===== config.mk =====
export PLATFORM = sky130hd
export DESIGN_NAME = mem_demux
export DESIGN_NICKNAME = d
export VERILOG_FILES = /design/src/rtl/mem_demux.sv
export SDC_FILE = /design/constraint.sdc
export NUM_CORES = 1
export LEC_CHECK = 0
export ABC_CLOCK_PERIOD_IN_PS = 2330
export CAP_MARGIN = 30
export CORE_MARGIN = 2
export CORE_UTILIZATION = 47
export CTS_BUF_LIST = sky130_fd_sc_hd__clkbuf_8
export DETAILED_ROUTE_END_ITERATION = 8
export GPL_ROUTABILITY_DRIVEN = 1
export MAX_ROUTING_LAYER = met4
export PLACE_DENSITY = 0.89
export SLEW_MARGIN = 10
export SYNTH_ARGS = -nofsm -noshare
export SYNTH_HDL_FRONTEND = slang
export SYNTH_SLANG_ARGS = --single-unit

===== constraint.sdc =====
create_clock -name clk -period 2.33 [get_ports clk]
set_input_delay 0.5825 -clock clk [delete_from_list [all_inputs] [get_ports clk]]
set_output_delay 0.5825 -clock clk [all_outputs]
set_load 0.005 [all_outputs]

===== src/rtl/mem_demux.sv =====
// Receive-side parser for the tagged 48-bit memory stream: opens BX events on headers,
// steers data words to 12 destination ports, counts words per event and flags protocol errors.
module mem_demux #(
    parameter int unsigned NPORT = 12,
    parameter int unsigned CNTW  = 8
) (
    input  logic             clk,
    input  logic             rst_n,
    input  logic [47:0]      stream_in,
    input  logic             stream_valid,
    input  logic             clr_err,
    output logic [43:0]      port_dat,
    output logic [NPORT-1:0] port_wr,
    output logic [2:0]       cur_bx,
    output logic             evt_open,
    output logic             evt_done,
    output logic [2:0]       evt_bx,
    output logic [CNTW-1:0]  evt_words,
    output logic             err_nohdr,
    output logic             err_tag,
    output logic             err_hdr,
    output logic             err_bx
);

    localparam int unsigned DATW  = 44;
    localparam int unsigned TAGW  = 4;
    localparam int unsigned BXW   = 3;
    localparam int unsigned PIDXW = 4;
    localparam logic [CNTW-1:0] CNT_MAX = '1;

    typedef enum logic [0:0] {
        WAIT_HDR = 1'b0,
        IN_EVENT = 1'b1
    } state_t;

    state_t            state, state_nxt;
    logic [CNTW-1:0]   cnt, cnt_nxt;
    logic [DATW-1:0]   port_dat_nxt;
    logic [NPORT-1:0]  port_wr_nxt;
    logic [BXW-1:0]    cur_bx_nxt;
    logic              evt_done_nxt;
    logic [BXW-1:0]    evt_bx_nxt;
    logic [CNTW-1:0]   evt_words_nxt;
    logic              err_nohdr_nxt, err_tag_nxt, err_hdr_nxt, err_bx_nxt;
    logic              set_nohdr, set_tag, set_hdr, set_bx;

    logic [TAGW-1:0]   tag;
    logic [DATW-1:0]   payload;
    logic [BXW-1:0]    hdr_bx;
    logic [40:0]       hdr_rsvd;
    logic              is_hdr, is_data, is_bad;
    logic [PIDXW-1:0]  pidx;

    assign tag      = stream_in[47:44];
    assign payload  = stream_in[43:0];
    assign hdr_bx   = stream_in[2:0];
    assign hdr_rsvd = stream_in[43:3];
    assign evt_open = (state == IN_EVENT);

    // Tag classification; tags B..D skip the illegal A slot, hence the offset of two
    always_comb begin
        is_hdr  = 1'b0;
        is_data = 1'b0;
        is_bad  = 1'b0;
        pidx    = '0;
        case (tag)
            4'h0:             begin end
            4'hA, 4'hE:       is_bad = 1'b1;
            4'hF:             is_hdr = 1'b1;
            4'hB, 4'hC, 4'hD: begin is_data = 1'b1; pidx = PIDXW'(tag - 4'd2); end
            default:          begin is_data = 1'b1; pidx = PIDXW'(tag - 4'd1); end
        endcase
    end

    // Next-state and output computation
    always_comb begin
        state_nxt     = state;
        cnt_nxt       = cnt;
        port_dat_nxt  = port_dat;
        port_wr_nxt   = '0;
        cur_bx_nxt    = cur_bx;
        evt_done_nxt  = 1'b0;
        evt_bx_nxt    = evt_bx;
        evt_words_nxt = evt_words;
        set_nohdr     = 1'b0;
        set_tag       = 1'b0;
        set_hdr       = 1'b0;
        set_bx        = 1'b0;

        if (stream_valid) begin
            if (is_bad) begin
                set_tag = 1'b1;
            end else if (is_hdr) begin
                set_hdr = |hdr_rsvd;
                if (state == IN_EVENT) begin
                    evt_done_nxt  = 1'b1;
                    evt_bx_nxt    = cur_bx;
                    evt_words_nxt = cnt;
                    set_bx        = (hdr_bx != BXW'(cur_bx + 3'd1));
                end
                state_nxt  = IN_EVENT;
                cur_bx_nxt = hdr_bx;
                cnt_nxt    = '0;
            end else if (is_data) begin
                if (state == WAIT_HDR) begin
                    set_nohdr = 1'b1;
                end else begin
                    port_dat_nxt = payload;
                    port_wr_nxt  = NPORT'(1) << pidx;
                    if (cnt != CNT_MAX) begin
                        cnt_nxt = cnt + CNTW'(1);
                    end
                end
            end
        end

        // A new error in the clearing cycle keeps its flag set
        err_nohdr_nxt = (err_nohdr & ~clr_err) | set_nohdr;
        err_tag_nxt   = (err_tag   & ~clr_err) | set_tag;
        err_hdr_nxt   = (err_hdr   & ~clr_err) | set_hdr;
        err_bx_nxt    = (err_bx    & ~clr_err) | set_bx;
    end

    always_ff @(posedge clk or negedge rst_n) begin
        if (!rst_n) begin
            state     <= WAIT_HDR;
            cnt       <= '0;
            port_dat  <= '0;
            port_wr   <= '0;
            cur_bx    <= '0;
            evt_done  <= 1'b0;
            evt_bx    <= '0;
            evt_words <= '0;
            err_nohdr <= 1'b0;
            err_tag   <= 1'b0;
            err_hdr   <= 1'b0;
            err_bx    <= 1'b0;
        end else begin
            state     <= state_nxt;
            cnt       <= cnt_nxt;
            port_dat  <= port_dat_nxt;
            port_wr   <= port_wr_nxt;
            cur_bx    <= cur_bx_nxt;
            evt_done  <= evt_done_nxt;
            evt_bx    <= evt_bx_nxt;
            evt_words <= evt_words_nxt;
            err_nohdr <= err_nohdr_nxt;
            err_tag   <= err_tag_nxt;
            err_hdr   <= err_hdr_nxt;
            err_bx    <= err_bx_nxt;
        end
    end

endmodule

==> results.yml, run 1 <==
status:
  outcome: "completed"
timing:
  timing_hold_violations_final: 0
  min_period_ns: 2.26
  timing_worst_slew_pin_value_ns: 0.510
  setup_viol: 0
  max_freq_ghz: 0.443
  min_period_over_period_pct: 96.9
  clock-skew-final_ns: 0.00716
  grt_setup_unrepaired: "false"
  timing.final.max_slew_violations: 0
  slew_headroom_pct: 66.0
  finalHoldWorstSlack_ns: 0.103
clock_tree:
  cts_inserted_buffers: 9
  cts_num_sinks: 84
  clk_pin_slew_worst_paths_ns: 0.08
  post-cts-setup-buffers: 0
  cts_tree: "built"
  cts.htree.levels: 3
  insertion_delay_of_the_later_clocked_pin_in_the_worst_skew_pair_ns: 0.36
  cts_hold_repair.buffers: 0
  cts-root-buf: "clkbuf_8"
  max-clock-path-buffers: 2
logic_synthesis:
  total_of_flip_flops_plus_latches_after_synthesis: 84
  synth.yosys.warnings: 0
  postSynthAreaPerCell_um2: 12.6
  synth_top_cells_by_count: "dfrtp_1 (84), mux2_2 (55), nand2_1 (23)"
  yosys.cell_count.top_type: "dfrtp_1"
  synth.top_cells.by_area: "dfrtp_1 (57%), mux2_2 (17%), ha_1 (3.1%), nor4_1 (2.4%), nand2_1 (2.4%)"
  yosysSeqAreaShare_pct: 57.4
  synth_cell_types: 39
  synth_nets: 352
  synth_area_leader_cell: "dfrtp_1"
  synth_top_cell_area_share_pct: 57.4
  synth_flop_cell: "dfrtp_1"
  number_of_enable_flip_flop_cells_after_synthesis: 0
  syn-cell-area_mm2: 0.00366
  post_synth_inst_count: 291
  async_flop_share_pct: 100
pwr:
  total_switching_power_w: 0.00120
  internal_power_w: 0.00347
  ir_worst_vdd_uv: 448
  comb_power_share_pct: 31.3
  switching_share_pct: 25.7
  static-leakage-power_nw: 2.43
  pwr-share-seq_pct: 43.4
  power-per-cell-area_mw_per_mm2: 838
  power_frac_clock_pct: 25.3
drt:
  route.detailed.wl_per_inst_um: 15.8
  final_antenna_net_count: 0
  via_per_instance_ratio: 5.09
  drt_pass1_iterations: 4
  finalWirelength_mm: 8.92
  drt_iter0_markers: 77
  dr_total_vias: 2871
  drt_drc_violations_left: 0
setup_path:
  cp-end-kind: "register"
  crit_required_ns: 2.56
  arrival_ns: 2.49
  worstSetupStartpointType: "input pin"
  cell_chain_critical_path: "dlygate4sd2_1 > inv_1 > ha_2 > or3b_2 > o2111ai_4 > buf_6 > buf_12 > mux2_2"
  slowest_delay_ns: 0.49
  critPathSlowestCell: "or3b_2"
  critPathKind: "input pin to register"
  critical_path_peak_fanout: 22
floorplanning:
  fp.coreArea_mm2: 0.00765
  initial_utilization_pct: 47.9
  die_h_um: 92.3
  floorplan.io_pins: 128
  dieArea_mm2: 0.00851
  die_width_um: 92.3
  placement_rows: 32
cells_and_area:
  design.final.nets: 519
  layout-area-overhead-vs-synth_pct: 52.5
  fillerInstances: 555
  post_layout_nonfiller_instances: 564
  sequential_cell_area_mm2: 0.00210
  insertedDiodeCount: 0
  final_core_area_utilization_pct: 73.0
  fraction_of_layout_cells_with_a_size_suffix_above_1_pct: 26.4
  area_occupied_by_multi_input_gates_mm2: 0.00152
placement:
  place.port_buffers: 127
  detailed_place_hpwl_mm: 6.97
  post-place-cells: 549
  gp_routability_congestion: 0.902
global_route:
  globalRouteTotalUtil_pct: 22.7
  grt_antenna_before_repair: 0
  grt-ovfl-total: 0
  via_count_of_the_first_global_routing_pass: 3019
  grt_pass1_wl_mm: 14.6
  grt_start_max_net_pins: 41
worst_hold_path:
  holdCritPathClass: "input pin to asynchronous set/reset pin"
job:
  max-cap-violations: 0
-- worst max-delay path: cells and delay by family --
kind	cells	cell delay [ns]
buffers and inverters	4	0.70
AND/OR/NAND/NOR	1	0.49
multiplexers	1	0.35
AO/OA/AOI/OAI	1	0.14
adder cells (fa/ha/maj)	1	0.22
-- path summary, 6_finish.rpt --
kind                               start      endpoint  slack, ns  cells after the start
max                        stream_in[45]  port_dat[40]       0.07                      8
min in group clk             port_dat[1]   port_dat[1]       0.51                      1
max in group asynchronous          rst_n    port_wr[5]       1.62                      2
max reg2reg                     evt_open    port_wr[4]       0.63                      4
min reg2reg                  port_dat[1]   port_dat[1]       0.51                      1
min                                rst_n  evt_words[6]       0.10                      1
-- layout by cell type (no fill, tap or decap), drive strengths merged, types with 3 or more instances in the layout --
cell type and count:
nand2 23, nor3 10, and2 3, mux2 55, or2 3, xnor2 7, mux2i 3, nor2 13
clkbuf 12, nor2b 3, ha 9, dfrtp 84, nand4 4, inv 8, buf 37, o211ai 3
nor4 14, a21oi 6, clkdlybuf4s50 123, o21ai 9, nand3 7
-- state kept, by name, summed over array words and instances (netlist names), 3 cells and up --
register / count
cnt: 8
cur_bx: 3
port_wr: 12
port_dat: 44
evt_bx: 3
evt_words: 8
-- layout make-up --
class                   count  share of cell area, %
inverters                   8                  0.538
repair buffers            163                   28.1
well taps                 102                   2.29
clock inverters             3                   1.23
clock buffers              12                   2.96
flip-flops and latches     84                   37.7
multi-input cells         192                   27.3
-- stage by stage --
stage	total power [W]	setup TNS, ns	setup WS, ns	instance area [µm²]
after floorplan	0.00254	0	0.0328	3670
after global placement	0.00344	-28.62	-0.470	5320
after detailed placement	0.00353	-34.36	-0.587	5320
after CTS	0.00473	0	0.0457	5580
after global routing	0.00493	0	0.00111	5580
final	0.00468	0	0.0720	5580
-- power groups by stage --
| stage | registers, W | logic [W] | clock network [W] |
|---|---|---|---|
| 6_report | 0.00203 | 0.00146 | 0.00118 |
| 5_1_grt | 0.00207 | 0.00157 | 0.00129 |
| 4_1_cts | 0.00203 | 0.00148 | 0.00121 |
| 3_5_place_dp | 0.00206 | 0.00147 | 0 |
| 3_3_place_gp | 0.00203 | 0.00141 | 0 |
| 2_1_floorplan | 0.00205 | 0.000494 | 0 |
-- cell families after synthesis --
logic type | Yosys count | synth area share [%]
multiplexers | 58 | 17.7
AO/OA/AOI/OAI | 28 | 5.54
buffers and inverters | 15 | 1.88
flip-flops | 84 | 57.4
XOR/XNOR | 8 | 1.91
adder cells (fa/ha/maj) | 9 | 3.08
AND/OR/NAND/NOR | 89 | 12.4
-- what timing repair did --
action                                 in CTS  in global routing
pin swaps                                   3                  0
gates resized for setup                    10                  2
gates cloned                                0                  0
endpoints found under the hold margin       0                  0
setup endpoints to repair                  60                  9
-- metal layers --
layer,wire length [µm],global-route usage [%]
met2,4670,39.3
met5,0,-
met4,146,7.21
met1,3670,26.4
met3,429,4.93
Note: power is estimated with default switching activity, not from simulation.
==> run 2, diff against run 1 <==
--- a/config.mk
+++ b/config.mk
@@ -18,3 +18,4 @@
 export SYNTH_ARGS = -nofsm -noshare
 export SYNTH_HDL_FRONTEND = slang
 export SYNTH_SLANG_ARGS = --single-unit
+export TNS_END_PERCENT = 10
==> results of run 2 <==
The final DEF is identical to that of run 1; final timing and power are the same.
==> run 3, diff against run 2 <==
--- a/config.mk
+++ b/config.mk
@@ -12,7 +12,6 @@
 export CTS_BUF_LIST = sky130_fd_sc_hd__clkbuf_8
 export DETAILED_ROUTE_END_ITERATION = 8
 export GPL_ROUTABILITY_DRIVEN = 1
-export MAX_ROUTING_LAYER = met4
 export PLACE_DENSITY = 0.89
 export SLEW_MARGIN = 10
 export SYNTH_ARGS = -nofsm -noshare
==> run 3 against run 2 <==
Net effect:
- global-route usage decreased by 0.64 points
- fmax fell by 0.21%
- sequential share of layout area stayed put
- final area stayed put
- clock skew rose by 0.0010 ns
- register-to-register slack hardly changed
- die area stayed put
- highest routed layer unchanged
==> results.yml, run 3 (synthesized netlist as in run 1, its figures left out) <==
clock_tree:
  clk_pin_slew_worst_paths_ns: 0.08
  cts.htree.levels: 3
  max-clock-path-buffers: 2
  cts_tree: "built"
  cts_inserted_buffers: 9
  cts_num_sinks: 84
  post-cts-setup-buffers: 0
  cts-root-buf: "clkbuf_8"
  cts_hold_repair.buffers: 0
  insertion_delay_of_the_later_clocked_pin_in_the_worst_skew_pair_ns: 0.35
setup_path:
  critPathCapture: "port_dat[33]"
  startpoint_of_the_most_critical_setup_path: "stream_in[45]"
  timing.reg2reg.worst_path_depth: 4
  crit_required_ns: 2.57
  worstSetupStartpointType: "input pin"
  timing.reg2reg.setup_slack_ns: 0.63
  critPathKind: "input pin to register"
  arrival_ns: 2.50
  cp-end-kind: "register"
  regToRegStartpoint: "evt_open"
  critical_path_peak_fanout: 22
  reg2reg_to: "port_wr[4]"
floorplanning:
  die_h_um: 92.3
  initial_utilization_pct: 47.9
  floorplan.io_pins: 128
  fp.coreArea_mm2: 0.00765
  die_width_um: 92.3
  dieArea_mm2: 0.00851
  placement_rows: 32
drt:
  drt_iter0_markers: 74
  via_per_instance_ratio: 5.12
  route.detailed.wl_per_inst_um: 15.8
  drt_drc_violations_left: 0
  drt_pass1_iterations: 4
  final_antenna_net_count: 0
  finalWirelength_mm: 8.93
  dr_total_vias: 2889
pwr:
  power-per-cell-area_mw_per_mm2: 837
  static-leakage-power_nw: 2.43
  total_power_w: 0.00468
  ir_worst_vdd_uv: 448
cells_and_area:
  design.final.nets: 519
  most-common-layout-cells: "clkdlybuf4s50_1 (123), dfrtp_1 (84), mux2_2 (55)"
  insertedDiodeCount: 0
  area_occupied_by_multi_input_gates_mm2: 0.00152
  sequential_cell_area_mm2: 0.00210
  layout.cells.most_common: "clkdlybuf4s50_1"
  final_core_area_utilization_pct: 73.0
  fillerInstances: 555
  registers.top_by_ff_count: "port_dat"
  layout-area-overhead-vs-synth_pct: 52.5
  largest_registers: "port_dat: 44 flops, port_wr: 12 flops"
  fraction_of_layout_cells_with_a_size_suffix_above_1_pct: 26.4
  post_layout_nonfiller_instances: 564
  largest_register_ffs: 44
timing:
  grt_setup_unrepaired: "false"
  timing.final.max_slew_violations: 0
  timing_hold_violations_final: 0
  slew_headroom_pct: 65.9
  setup_viol: 0
  timing_worst_slew_pin_value_ns: 0.511
  min_period_ns: 2.26
  clock-skew-final_ns: 0.00821
  final_critical_path_setup_slack_ns: 0.0672
  max_freq_ghz: 0.442
  finalHoldWorstSlack_ns: 0.105
  min_period_over_period_pct: 97.1
placement:
  detailed_place_hpwl_mm: 6.97
  pre_cts_slack_ns: -0.587
  place.port_buffers: 127
  gp_routability_congestion: 0.887
  post-place-cells: 549
global_route:
  grt_antenna_before_repair: 0
  via_count_of_the_first_global_routing_pass: 3031
  grt_pass1_wl_mm: 14.6
  grt-ovfl-total: 0
  globalRouteTotalUtil_pct: 22.0
  grt_start_max_net_pins: 41
job:
  max-cap-violations: 0
worst_hold_path:
  holdCritPathClass: "input pin to asynchronous set/reset pin"
status:
  outcome: "completed"
==> run 3: routing by layer <==
layer / share of wire (%) / track usage [%] / vias up
met1: 42 / 26.2 / 1406
met4: 1.6 / 7.59 / 0
met5: 0 / 0 / -
met2: 52 / 39.3 / 91
li1: - / - / 1378
met3: 4.1 / 4.93 / 14
==> run 3: through the flow <==
stage	setup TNS, ns	instance area [µm²]
6_report	0	5580
5_1_grt	0	5580
4_1_cts	0	5580
3_5_place_dp	-34.36	5320
3_3_place_gp	-28.62	5320
2_1_floorplan	0	3670
==> run 3: how the worst min path moves through the flow <==
stage | startpoint | to | slack, ns | depth (start not counted)
finish | rst_n | evt_words[6] | 0.11 | 1
global route | rst_n | evt_words[7] | 0.10 | 1
CTS | rst_n | cnt[6] | 0.1 | 1
detailed placement | rst_n | evt_words[7] | 0.48 | 1
global placement | rst_n | evt_words[7] | 0.48 | 1
floorplan | rst_n | cnt[0] | 0.29 | 0
==> run 3: critical path, stage by stage <==
cell and delay, ns:
dlygate4sd2_1 0.27, inv_1 0.11, ha_2 0.22, or3b_2 0.49, o2111ai_4 0.14, buf_6 0.16, buf_12 0.16, mux2_2 0.36
==> run 3: area by class of cell <==
type | instances | share of cell area, %
sequential | 84 | 37.7
timing repair buffer | 163 | 28.1
multi-input combinational | 192 | 27.3
clock buffer | 12 | 2.96
tap | 102 | 2.29
clock inverter | 3 | 1.23
inverter | 8 | 0.538
==> run 3: timing repair <==
action / in CTS / in global routing
setup endpoints to repair: 60 / 9
gates resized for setup: 10 / 2
pin swaps: 3 / 0
cloned: 0 / 0
==> run 3: power breakdown <==
part	internal, W	leakage [nW]	switching (W)
Clock	0.000688	0.119	0.000493
Combinational	0.000982	1.25	0.000481
Sequential	0.00180	1.06	0.000227
